<file path="src/rtl/horner_ctrl.sv">
// Quadratic evaluator A*x^2 + B*x + C in Horner form, reusing one multiplier and one adder.
// Optional overflow flag enabled by defining HORNER_OVF_EN; without it ovf is tied low.
module horner_ctrl (
  input  logic        clk,
  input  logic        rst,
  input  logic        inicio,
  input  logic [7:0]  x,
  input  logic [15:0] A,
  input  logic [15:0] B,
  input  logic [15:0] C,
  output logic [15:0] resultado,
  output logic        pronto,
  output logic        ocupado,
  output logic        ovf
);

  // state | meaning
  // IDLE  | waiting for inicio; operands latched and H<=A on acceptance
  // MAC1  | H <= H*x + B
  // MAC2  | H <= H*x + C, result register loaded
  // DONE  | pronto pulse, back to IDLE next edge
  typedef enum logic [1:0] {IDLE, MAC1, MAC2, DONE} state_t;

  state_t      state_q, state_d;
  logic [15:0] h_q, h_d;
  logic [15:0] xq_q, xq_d;
  logic [15:0] bq_q, bq_d;
  logic [15:0] cq_q, cq_d;
  logic [15:0] res_q, res_d;
  logic        pronto_q, pronto_d;
  logic        ocupado_q, ocupado_d;

  logic [15:0] addend;
  logic [15:0] mac;

  assign addend = (state_q == MAC1) ? bq_q : cq_q;

`ifdef HORNER_OVF_EN
  logic [31:0] prod;
  logic [16:0] sum;
  logic        mac_ovf;
  logic        ovf_q, ovf_d;

  always_comb begin
    prod    = {16'b0, h_q} * {16'b0, xq_q};
    sum     = {1'b0, prod[15:0]} + {1'b0, addend};
    mac     = sum[15:0];
    mac_ovf = (prod[31:16] != 16'b0) | sum[16];
  end

  assign ovf = ovf_q;
`else
  logic [15:0] prod;

  always_comb begin
    prod = h_q * xq_q;
    mac  = prod + addend;
  end

  assign ovf = 1'b0;
`endif

  always_comb begin
    state_d  = state_q;
    h_d      = h_q;
    xq_d     = xq_q;
    bq_d     = bq_q;
    cq_d     = cq_q;
    res_d    = res_q;
    pronto_d = 1'b0;
`ifdef HORNER_OVF_EN
    ovf_d    = ovf_q;
`endif
    case (state_q)
      IDLE: begin
        if (inicio) begin
          xq_d    = {8'b0, x};
          bq_d    = B;
          cq_d    = C;
          h_d     = A;
`ifdef HORNER_OVF_EN
          ovf_d   = 1'b0;
`endif
          state_d = MAC1;
        end
      end
      MAC1: begin
        h_d     = mac;
`ifdef HORNER_OVF_EN
        ovf_d   = ovf_q | mac_ovf;
`endif
        state_d = MAC2;
      end
      MAC2: begin
        h_d      = mac;
        res_d    = mac;
        pronto_d = 1'b1;
`ifdef HORNER_OVF_EN
        ovf_d    = ovf_q | mac_ovf;
`endif
        state_d  = DONE;
      end
      DONE:    state_d = IDLE;
      default: state_d = IDLE;
    endcase
    // busy flag registered from the next state so it tracks the state register exactly
    ocupado_d = (state_d != IDLE);
  end

  always_ff @(posedge clk or negedge rst) begin
    if (!rst) begin
      state_q   <= IDLE;
      h_q       <= 16'b0;
      xq_q      <= 16'b0;
      bq_q      <= 16'b0;
      cq_q      <= 16'b0;
      res_q     <= 16'b0;
      pronto_q  <= 1'b0;
      ocupado_q <= 1'b0;
`ifdef HORNER_OVF_EN
      ovf_q     <= 1'b0;
`endif
    end else begin
      state_q   <= state_d;
      h_q       <= h_d;
      xq_q      <= xq_d;
      bq_q      <= bq_d;
      cq_q      <= cq_d;
      res_q     <= res_d;
      pronto_q  <= pronto_d;
      ocupado_q <= ocupado_d;
`ifdef HORNER_OVF_EN
      ovf_q     <= ovf_d;
`endif
    end
  end

  assign resultado = res_q;
  assign pronto    = pronto_q;
  assign ocupado   = ocupado_q;

endmodule

</file>
<file path="config.mk">
export PLATFORM = sky130hd
export DESIGN_NAME = horner_ctrl
export DESIGN_NICKNAME = d
export VERILOG_FILES = /design/src/rtl/horner_ctrl.sv
export SDC_FILE = /design/constraint.sdc
export NUM_CORES = 1
export LEC_CHECK = 0
export BUFFER_PORTS_ARGS = -buffer_cell sky130_fd_sc_hd__buf_4
export CORE_ASPECT_RATIO = 1.25
export CORE_MARGIN = 3
export CORE_UTILIZATION = 45
export CTS_BUF_LIST = sky130_fd_sc_hd__clkbuf_4 sky130_fd_sc_hd__clkbuf_8
export DETAILED_ROUTE_END_ITERATION = 16
export HOLD_SLACK_MARGIN = 0.08
export SYNTH_ARGS = -nofsm -noshare
export SYNTH_HDL_FRONTEND = slang
export SYNTH_SLANG_ARGS = --single-unit
</file>
<file path="constraint.sdc">
create_clock -name clk -period 15.3 [get_ports clk]
set_input_delay 3.825 -clock clk [delete_from_list [all_inputs] [get_ports clk]]
set_output_delay 3.825 -clock clk [all_outputs]
set_load 0.02 [all_outputs]
</file>
After elaboration in Yosys (flattened, before gate mapping)
Index checks and enable logic that the tools add are counted.

storage, ports and cells
  logic and storage cells = 26
  output and inout bits = 19
  bits in registers = 76
  input port bits = 59

operators by class
  equal/unequal tests = 4
  add/sub/neg operators = 1
  reductions and logical operators = 6
  muxes and demuxes = 6
  multipliers = 1

operator list
  operator              number
  $mux W16              2
  $pmux W16 S2          1
  $add A16 B16 Y16      1
  $mul A16 B8 Y16       1
  $pmux W2 S4           1
  $eq A2 B2 Y1 const B  2
  $reduce_and A2 Y1     2
  $reduce_bool A2 Y1    2
  $eq A2 B1 Y1 const B  1
  $logic_not A2 Y1      1
  $mux W2               1
  $ne A2 B2 Y1 const B  1
  $reduce_or A2 Y1      1
  $mux W1               1

Longest topological paths before layout
Gate-level depths: netlist of the first run.

  depth after elaboration = 4
  gate-level depth with buffers = 22
  depth with buffers taken out = 20

Worst setup path before layout of the first run
Ideal clock, no wire load.

  path kind = register to register
  start = reg state_q[1]
  end = reg h_q[14]
  setup slack = 10.021 ns
  buffers on the path = 2
  cell stages (with the launch flop) = 20
  data arrival time = 5.151 ns
  clock period less this slack = 5.279 ns
  setup time = 0.128 ns
  required time = 15.172 ns
  path through = dfrtp_1 inv_1 ha_1 buf_2 buf_1 mux2i_1 fa_1 inv_1 fa_1 fa_1 inv_1 fa_1 inv_1 ha_1 a21o_1 a221o_1 a41o_1 or3_4 a21oi_1 o22ai_2

on the way
  word-level cells in the longest chain between the ends = 4
  elaborated cells between the ends (all ways) = 10
  classes of those cells = add/sub (1); eq/ne (3); mux (2); reduce/logical (4)

ends and longest elaborated chain
  what                                                           RTL line  text
  start, declared                                                24        state_t state_q, state_d;
  start signal, assigned                                         124       state_q <= state_d;
  $eq A2 B1 Y1 / $eq A2 B2 Y1 (equally long branches)            36, 74
  $mux W16 / $reduce_or A2 Y1 (equally long branches)            --
  $add A16 B16 Y16 / $reduce_bool A2 Y1 (equally long branches)  --
  $pmux W16 S2 / $reduce_and A2 Y1 (equally long branches)       --
  end signal, assigned                                           113       h_q <= 16'b0;
  end signal, assigned                                           125       h_q <= h_d;
  end, declared                                                  25        logic [15:0] h_q, h_d;

Parallel ways exist; a longest one is shown, timed or not.
A chain may end at the register's enable or synchronous reset.

Final worst setup path of the first run
  start = in inicio
  end = reg h_q[12]

on the way
  word-level cells in the longest chain between the ends = 2

ends and longest elaborated chain
  what                                RTL line  text
  start, declared                     6         input logic inicio,
  $ne A2 B2 Y1 (no source line)       --
  $reduce_and A2 Y1 (no source line)  --

No other way between the ends.

==> results of run 1 <==
worst max path at each step:
stage	end	slack [ns]
finish	h_q[12]	9.96
global route	resultado[15]	9.75
CTS	h_q[12]	9.95
detailed placement	h_q[12]	9.56
global placement	h_q[12]	9.64
floorplan	h_q[14]	10.02
registers in the layout, indices dropped and copies added (netlist names):
| signal | cells |
|---|---|
| cq_q | 16 |
| ocupado | 1 |
| h_q | 16 |
| pronto | 1 |
| resultado | 16 |
| xq_q | 8 |
| state_q | 2 |
| bq_q | 16 |
cell type report:
type,count,area (um2),area share
multi-input cells,403,3940,0.542
inverters,101,379,0.0521
flip-flops and latches,76,1900,0.261
clock inverters,4,95.1,0.0131
repair buffers,78,586,0.0805
well taps,171,214,0.0294
clock buffers,12,159,0.0218
metal layers:
metal | vias up | share of wire | wire, um | track usage
li1 | 2015 | - | - | -
met1 | 2203 | 0.39 | 5280 | 0.208
met2 | 47 | 0.57 | 7760 | 0.363
met3 | 15 | 0.022 | 294 | 0.0314
met4 | 0 | 0.020 | 271 | 0.0557
met5 | - | 0 | 0 | 0
through the flow:
| step | hold WS [ns] | utilization |
|---|---|---|
| finish | 0.509 | 0.538 |
| global route | 0.522 | 0.538 |
| CTS | 0.510 | 0.538 |
| detailed placement | 0.493 | 0.519 |
| global placement | 0.487 | 0.519 |
| floorplan | 0.474 | - |
cell usage after synthesis (2+ instances only):
cell type,count
inv_1,101
dfrtp_1,76
fa_1,74
nand2_1,69
mux2_2,53
and2_1,46
ha_1,29
mux2i_1,25
xnor2_1,19
clkbuf_1,17
a21oi_1,16
nor2_1,16
o21ai_0,13
buf_1,6
o21a_1,5
xor2_1,5
a21o_1,4
and3_1,4
buf_2,4
a221o_1,2
nand2b_1,2
nand3_1,2
nor2b_1,2
o31a_1,2
logic make-up (layout without fill, tap and decap cells):
logic type / after synthesis / after routing / share of synthesized area
buf+inv: 129 / 195 / 0.0778
compound gates: 54 / 54 / 0.0547
simple gates: 143 / 143 / 0.109
xor+xnor: 24 / 24 / 0.0332
other cells: 1 / 1 / 0.000592
mux: 78 / 78 / 0.134
fa+ha+maj: 103 / 103 / 0.291
flops: 76 / 76 / 0.300
==> impl_metrics.tcl, run 1 <==
set metrics [dict create \
    status "complete, no violations" \
    drv_slew 0 \
    wire_per_inst_um 16.1 \
    cp-start-kind "input pin" \
    hold_path_class "flip-flop to flip-flop" \
    r2r-end "resultado[15]" \
    setup_violations 0 \
    clk_latency_ns 0.36 \
    worst_slack_ns 9.96 \
    critPathSlowestCell "o21a_1" \
    reg2regPathDepth 19 \
    hold_viol 0 \
    critPathKind "input pin to flip-flop" \
    htreeDepth 3 \
    holdPathEnd "cq_q[8]" \
    post_cts_buffers 0 \
    fp.dieH_um 139 \
    cp_top_family "compound AO/OA/AOI/OAI gates" \
    max_stage_delay_ns 0.69 \
    rows 47 \
    worst-path-max-fanout 42 \
    fin_area_mm2 0.00728 \
    dpl.cell_count 829 \
    die_area_mm2 0.0156 \
    min_period_ns 5.34 \
    area_growth_pct 14.8 \
    clock_skew_ns 0.00971 \
    async_flop_share 1.00 \
    grt_overflow 0 \
    synth_top_area_frac 0.300 \
    path_depth 6 \
    r2r_slack_ns 10.08 \
    timing.critical_path.from "inicio" \
    synth_edf_count 0 \
    whs_path_depth 1 \
    syn_inst 608 \
    cp_cell_sequence "buf_4, nand2_1, buf_4, o21a_1, nor2_1, a221o_1" \
    cts.clk_slew.worst_paths_ns 0.08 \
    yosysTopAreaCell "dfrtp_1" \
    synth_warnings 0 \
    die_x_um 112 \
    min_from "cq_q[8]" \
    syn_avg_cell_area_um2 10.4 \
    grt_pass1_wl_um 23300 \
    root_buffer "clkbuf_8" \
    nFillCells 1291 \
    instances_no_fill 845 \
    first_pass_iters 4 \
    r2r-start "state_q[1]" \
    grt_max_degree 77 \
    maxCapViolCount 0 \
    wl_um 13600 \
    place_congestion 0.845 \
    start_util 0.469 \
    required_ns 15.55 \
    cts_tree "yes" \
    cts_inserted_buffers 9 \
    fmax_mhz 187 \
    ctsHoldBuffers 0 \
    ant_nets 0 \
    viasPerCell 5.07 \
    ys_ff_latch 76 \
    final_common_cell "inv_1" \
    cts.sinks 76 \
    synth.area.top_cells "dfrtp_1, fa_1, mux2_2, inv_1, ha_1" \
    tightest_slew_ns 0.969 \
    antenna_found_initial 0 \
    synth_area_mm2 0.00634 \
    cp-end-kind "flip-flop" \
    track_usage 0.188 \
    place_area_mm2 0.00702 \
    critPathBufInv 2 \
    ctsResizeCount 0 \
    grt_pass1_vias 4864 \
    dp_worst_setup_slack_ns 9.56 \
    synth_fp_nets 770 \
    max_slew_margin 0.354 \
    rsz0062_at_grt "no" \
    nNetsFinal 831 \
    first_iter_violations 97 \
    num_io_pins 78 \
    final_cell_mix "inv_1, buf_4, dfrtp_1" \
    yosysUniqueCellTypes 40 \
    cp.arrival_ns 5.59 \
    synth_ff_type "dfrtp_1" \
    diodes 0 \
    path_common_cell "buf_4" \
    via_count 4280 \
    cts_buffer_depth 2 \
    drive_above_1_share 0.224 \
    place_hpwl_um 10700 \
    drc 0 \
    post-route-period-util 0.349 \
    ys_seq_area_frac 0.300 \
    tns_ns 0 \
    core_area_mm2 0.0135 \
    port-buffer-count 76 \
]
Power of run 1 is left out: the tool's default activity adds up to more than one toggle a clock period on the data nets, which glitch-free logic cannot reach.
==> run 2, diff against run 1 <==
==> constraint.sdc (replaced) <==
create_clock -name clk -period 5.5 [get_ports clk]
set_input_delay 1.375 -clock clk [delete_from_list [all_inputs] [get_ports clk]]
set_output_delay 1.375 -clock clk [all_outputs]
set_load 0.02 [all_outputs]
==> impl_metrics.tcl, run 2 (synthesis results as in run 1) <==
set metrics [dict create \
    nNetsFinal 833 \
    setup_violations 0 \
    drv_slew 0 \
    dpl.cell_count 831 \
    fmax_mhz 194 \
    cts_inserted_buffers 9 \
    ctsHoldBuffers 0 \
    clk_latency_ns 0.36 \
    diodes 0 \
    grt_overflow 0 \
    maxCapViolCount 0 \
    worst_slack_ns 0.338 \
    wire_per_inst_um 17.1 \
    drc 0 \
    final_common_cell "inv_1" \
    hold_path_class "flip-flop to flip-flop" \
    critPathKind "flip-flop to flip-flop" \
    worst-path-max-fanout 9 \
    cts.sinks 76 \
    whs_ns 0.510 \
    hold_viol 0 \
    place_hpwl_um 11400 \
    rows 47 \
    cp-end-kind "flip-flop" \
    max_slew_margin 0.350 \
    drive_above_1_share 0.227 \
    tns_ns 0 \
    ctsResizeCount 0 \
    first_pass_iters 4 \
    cp-start-kind "flip-flop" \
    place_congestion 0.839 \
    area_growth_pct 15.4 \
    post_cts_buffers 0 \
    root_buffer "clkbuf_8" \
    cts_tree "yes" \
    status "complete, no violations" \
    instances_no_fill 846 \
    nFillCells 1285 \
    cts_buffer_depth 2 \
    dp_worst_setup_slack_ns 0.147 \
    die_area_mm2 0.0156 \
    start_util 0.469 \
    ant_nets 0 \
    antenna_found_initial 0 \
    clock_skew_ns 0.00687 \
    die_x_um 112 \
    grt_pass1_wl_um 24600 \
    core_area_mm2 0.0135 \
    min_period_ns 5.16 \
    first_iter_violations 184 \
    grt_max_degree 77 \
    wl_um 14500 \
    required_ns 5.74 \
    track_usage 0.199 \
    grt_pass1_vias 4989 \
    final_cell_mix "inv_1, buf_4, dfrtp_1" \
    fp.dieH_um 139 \
    rsz0062_at_grt "no" \
    viasPerCell 5.19 \
    via_count 4390 \
    r2r_slack_ns 0.34 \
    htreeDepth 3 \
    post-route-period-util 0.939 \
    cp.arrival_ns 5.40 \
    tightest_slew_ns 0.975 \
    num_io_pins 78 \
    port-buffer-count 76 \
    cts.clk_slew.worst_paths_ns 0.08 \
]
-- run 2: cell count changes in the layout (fill, tap and decap cells not counted), sizes merged --
| cell | before | now |
|---|---|---|
| buf | 78 | 80 |
| bufinv | 3 | 4 |
| clkbuf | 12 | 11 |
| clkinv | 1 | 0 |
-- run 2: final cells by class --
class / instances / area [um2] / area share
Inverter: 101 / 379 / 0.0518
Tap cell: 171 / 214 / 0.0293
Timing Repair Buffer: 80 / 601 / 0.0821
Sequential cell: 76 / 1900 / 0.260
Multi-Input combinational cell: 403 / 3950 / 0.540
Clock buffer: 11 / 151 / 0.0207
Clock inverter: 4 / 120 / 0.0164
-- run 2: layer usage --
metal,routed length [um],GRT usage,share of wire
met5,0,0,0
met4,292,0.0589,0.020
met3,392,0.0275,0.027
met2,8330,0.381,0.58
met1,5430,0.226,0.38
-- run 2: final timing paths --
check,start,to,cells after the start
setup / recovery,state_q[1],h_q[14],17
hold / removal,cq_q[10],cq_q[10],1
setup reg to reg,state_q[1],h_q[14],17
hold reg to reg,cq_q[10],cq_q[10],1
max in group asynchronous,rst,cq_q[5],1
min in group asynchronous,rst,ocupado,1
-- run 2: stage by stage --
stage                     cell area, um2  utilization
final                               7310        0.541
after global routing                7310        0.541
after CTS                           7310        0.540
after detailed placement            7040        0.520
after global placement              7040        0.520
after floorplan                     6340            -
-- run 2: worst max-delay path, cell delays in order, from the launching register on --
cell and delay, ns:
dfrtp_1 0.38, inv_1 0.10, ha_2 0.38, mux2i_1 0.37
fa_1 0.45, inv_1 0.09, fa_1 0.45, fa_1 0.55
inv_1 0.05, fa_1 0.47, inv_1 0.04, ha_1 0.33
a21o_1 0.18, a221o_1 0.33, a41o_1 0.25, or3_4 0.37
a21oi_1 0.16, o22ai_2 0.10
Power of run 2 is left out for the same reason.
==> run 3, diff against run 2 <==
--- a/config.mk
+++ b/config.mk
@@ -7,7 +7,6 @@
 export LEC_CHECK = 0
 export BUFFER_PORTS_ARGS = -buffer_cell sky130_fd_sc_hd__buf_4
 export CORE_ASPECT_RATIO = 1.25
-export CORE_MARGIN = 3
 export CORE_UTILIZATION = 45
 export CTS_BUF_LIST = sky130_fd_sc_hd__clkbuf_4 sky130_fd_sc_hd__clkbuf_8
 export DETAILED_ROUTE_END_ITERATION = 16
==> constraint.sdc (replaced) <==
create_clock -name clk -period 6.19 [get_ports clk]
set_input_delay 1.5475 -clock clk [delete_from_list [all_inputs] [get_ports clk]]
set_output_delay 1.5475 -clock clk [all_outputs]
set_load 0.005 [all_outputs]
==> impl_metrics.tcl, run 3 (synthesis results as in run 1) <==
set metrics [dict create \
    htreeDepth 3 \
    met3_usage 0.0280 \
    place_area_mm2 0.00704 \
    drv_slew 0 \
    post-route-period-util 0.863 \
    cp-end-kind "flip-flop" \
    wire_per_inst_um 16.4 \
    fin_area_mm2 0.00729 \
    start_util 0.461 \
    min_period_ns 5.34 \
    max_slew_margin 0.344 \
    max_stage_delay_ns 0.55 \
    instances_no_fill 850 \
    diodes 0 \
    antenna_found_initial 0 \
    min_from "cq_q[6]" \
    clock_skew_ns 0.00710 \
    whs_path_depth 1 \
    holdPathEnd "cq_q[6]" \
    critPathKind "flip-flop to flip-flop" \
    hold_viol 0 \
    ant_nets 0 \
    maxCapViolCount 0 \
    first_pass_iters 5 \
    grt_overflow 0 \
    cts.sinks 76 \
    critPathSlowestCell "fa_1" \
    place_congestion 0.820 \
    core_area_mm2 0.0138 \
    die_area_mm2 0.0146 \
    cts_tree "yes" \
    fmax_mhz 187 \
    register_area_mm2 0.00190 \
    wl_um 14000 \
    nFillCells 1264 \
    grt_max_degree 77 \
    root_buffer "clkbuf_8" \
    track_usage 0.217 \
    grtUsageMet1 0.241 \
    worst-path-max-fanout 8 \
    tns_ns 0 \
    via_count 4324 \
    tightest_slew_ns 0.984 \
    cp_cell_sequence "inv_1, ha_1, mux2i_1, fa_1, inv_1, fa_1, fa_1, inv_1, fa_1, inv_1, ha_1, and3_1, a221o_1, a41o_1, or3_4, a21oi_1, o22ai_2" \
    final_common_cell "inv_1" \
    hold_path_class "flip-flop to flip-flop" \
    nNetsFinal 832 \
    clk_latency_ns 0.35 \
    multi_input_area_mm2 0.00394 \
    r2r_slack_ns 0.85 \
    num_io_pins 78 \
    post_cts_buffers 0 \
    busiest_layer "met2" \
    cts_buffer_depth 2 \
    viasPerCell 5.09 \
    cts_inserted_buffers 9 \
    required_ns 6.42 \
    grt_pass1_wl_um 23500 \
    status "complete, no violations" \
    rows 48 \
    setup_violations 0 \
    rsz0062_at_grt "no" \
    cts.clk_slew.worst_paths_ns 0.08 \
    dpl.cell_count 834 \
    ctsHoldBuffers 0 \
    drive_above_1_share 0.225 \
    place_hpwl_um 11000 \
    cp-start-kind "flip-flop" \
    area_growth_pct 15.0 \
    r2r-end "h_q[14]" \
    met2_usage 0.410 \
    ctsResizeCount 0 \
    first_iter_violations 183 \
    r2r-start "state_q[1]" \
    final_cell_mix "inv_1, buf_4, dfrtp_1" \
    fp.dieH_um 135 \
    port-buffer-count 76 \
    reg2regPathDepth 17 \
    die_x_um 108 \
    grt_pass1_vias 4799 \
    drc 0 \
    cp.arrival_ns 5.58 \
]
-- run 3: stage by stage --
stage / hold slack [ns] / setup WS, ns / util
2_1_floorplan: 0.474 / 0.911 / -
3_3_place_gp: 0.489 / 0.933 / 0.512
3_5_place_dp: 0.495 / 0.856 / 0.512
4_1_cts: 0.514 / 0.840 / 0.530
5_1_grt: 0.528 / 0.602 / 0.530
6_report: 0.509 / 0.848 / 0.530
-- run 3: worst max path at each step --
stage / to / slack (ns) / startpoint / cells past startpoint
CTS: h_q[14] / 0.84 / state_q[1] / 17
floorplan: h_q[14] / 0.91 / state_q[1] / 19
global placement: h_q[14] / 0.93 / state_q[1] / 17
detailed placement: h_q[14] / 0.86 / state_q[1] / 17
global route: resultado[10] / 0.60 / state_q[1] / 19
finish: h_q[14] / 0.85 / state_q[1] / 17
-- run 3: layer usage --
metal	wire length, um	up-vias	part of all wire
met2	8120	71	0.58
met5	0	-	0
li1	-	2015	-
met1	5110	2211	0.37
met3	342	27	0.025
met4	392	0	0.028
-- run 3: worst max-delay path: cells and delay by family (launching register included) --
| family | cells | cell delay (ns) |
|---|---|---|
| AO/OA/AOI/OAI | 4 | 0.81 |
| adder cells (fa/ha/maj) | 6 | 2.75 |
| buffers and inverters | 4 | 0.28 |
| flip-flops | 1 | 0.39 |
| multiplexers | 1 | 0.43 |
| AND/OR/NAND/NOR | 2 | 0.58 |
-- run 3: cell type report --
type / instances / area share
multi-input combinational: 403 / 0.541
sequential: 76 / 0.261
timing repair buffer: 79 / 0.0814
inverter: 101 / 0.0520
tap: 175 / 0.0300
clock buffer: 12 / 0.0218
clock inverter: 4 / 0.0130
Power of run 3 is left out for the same reason.
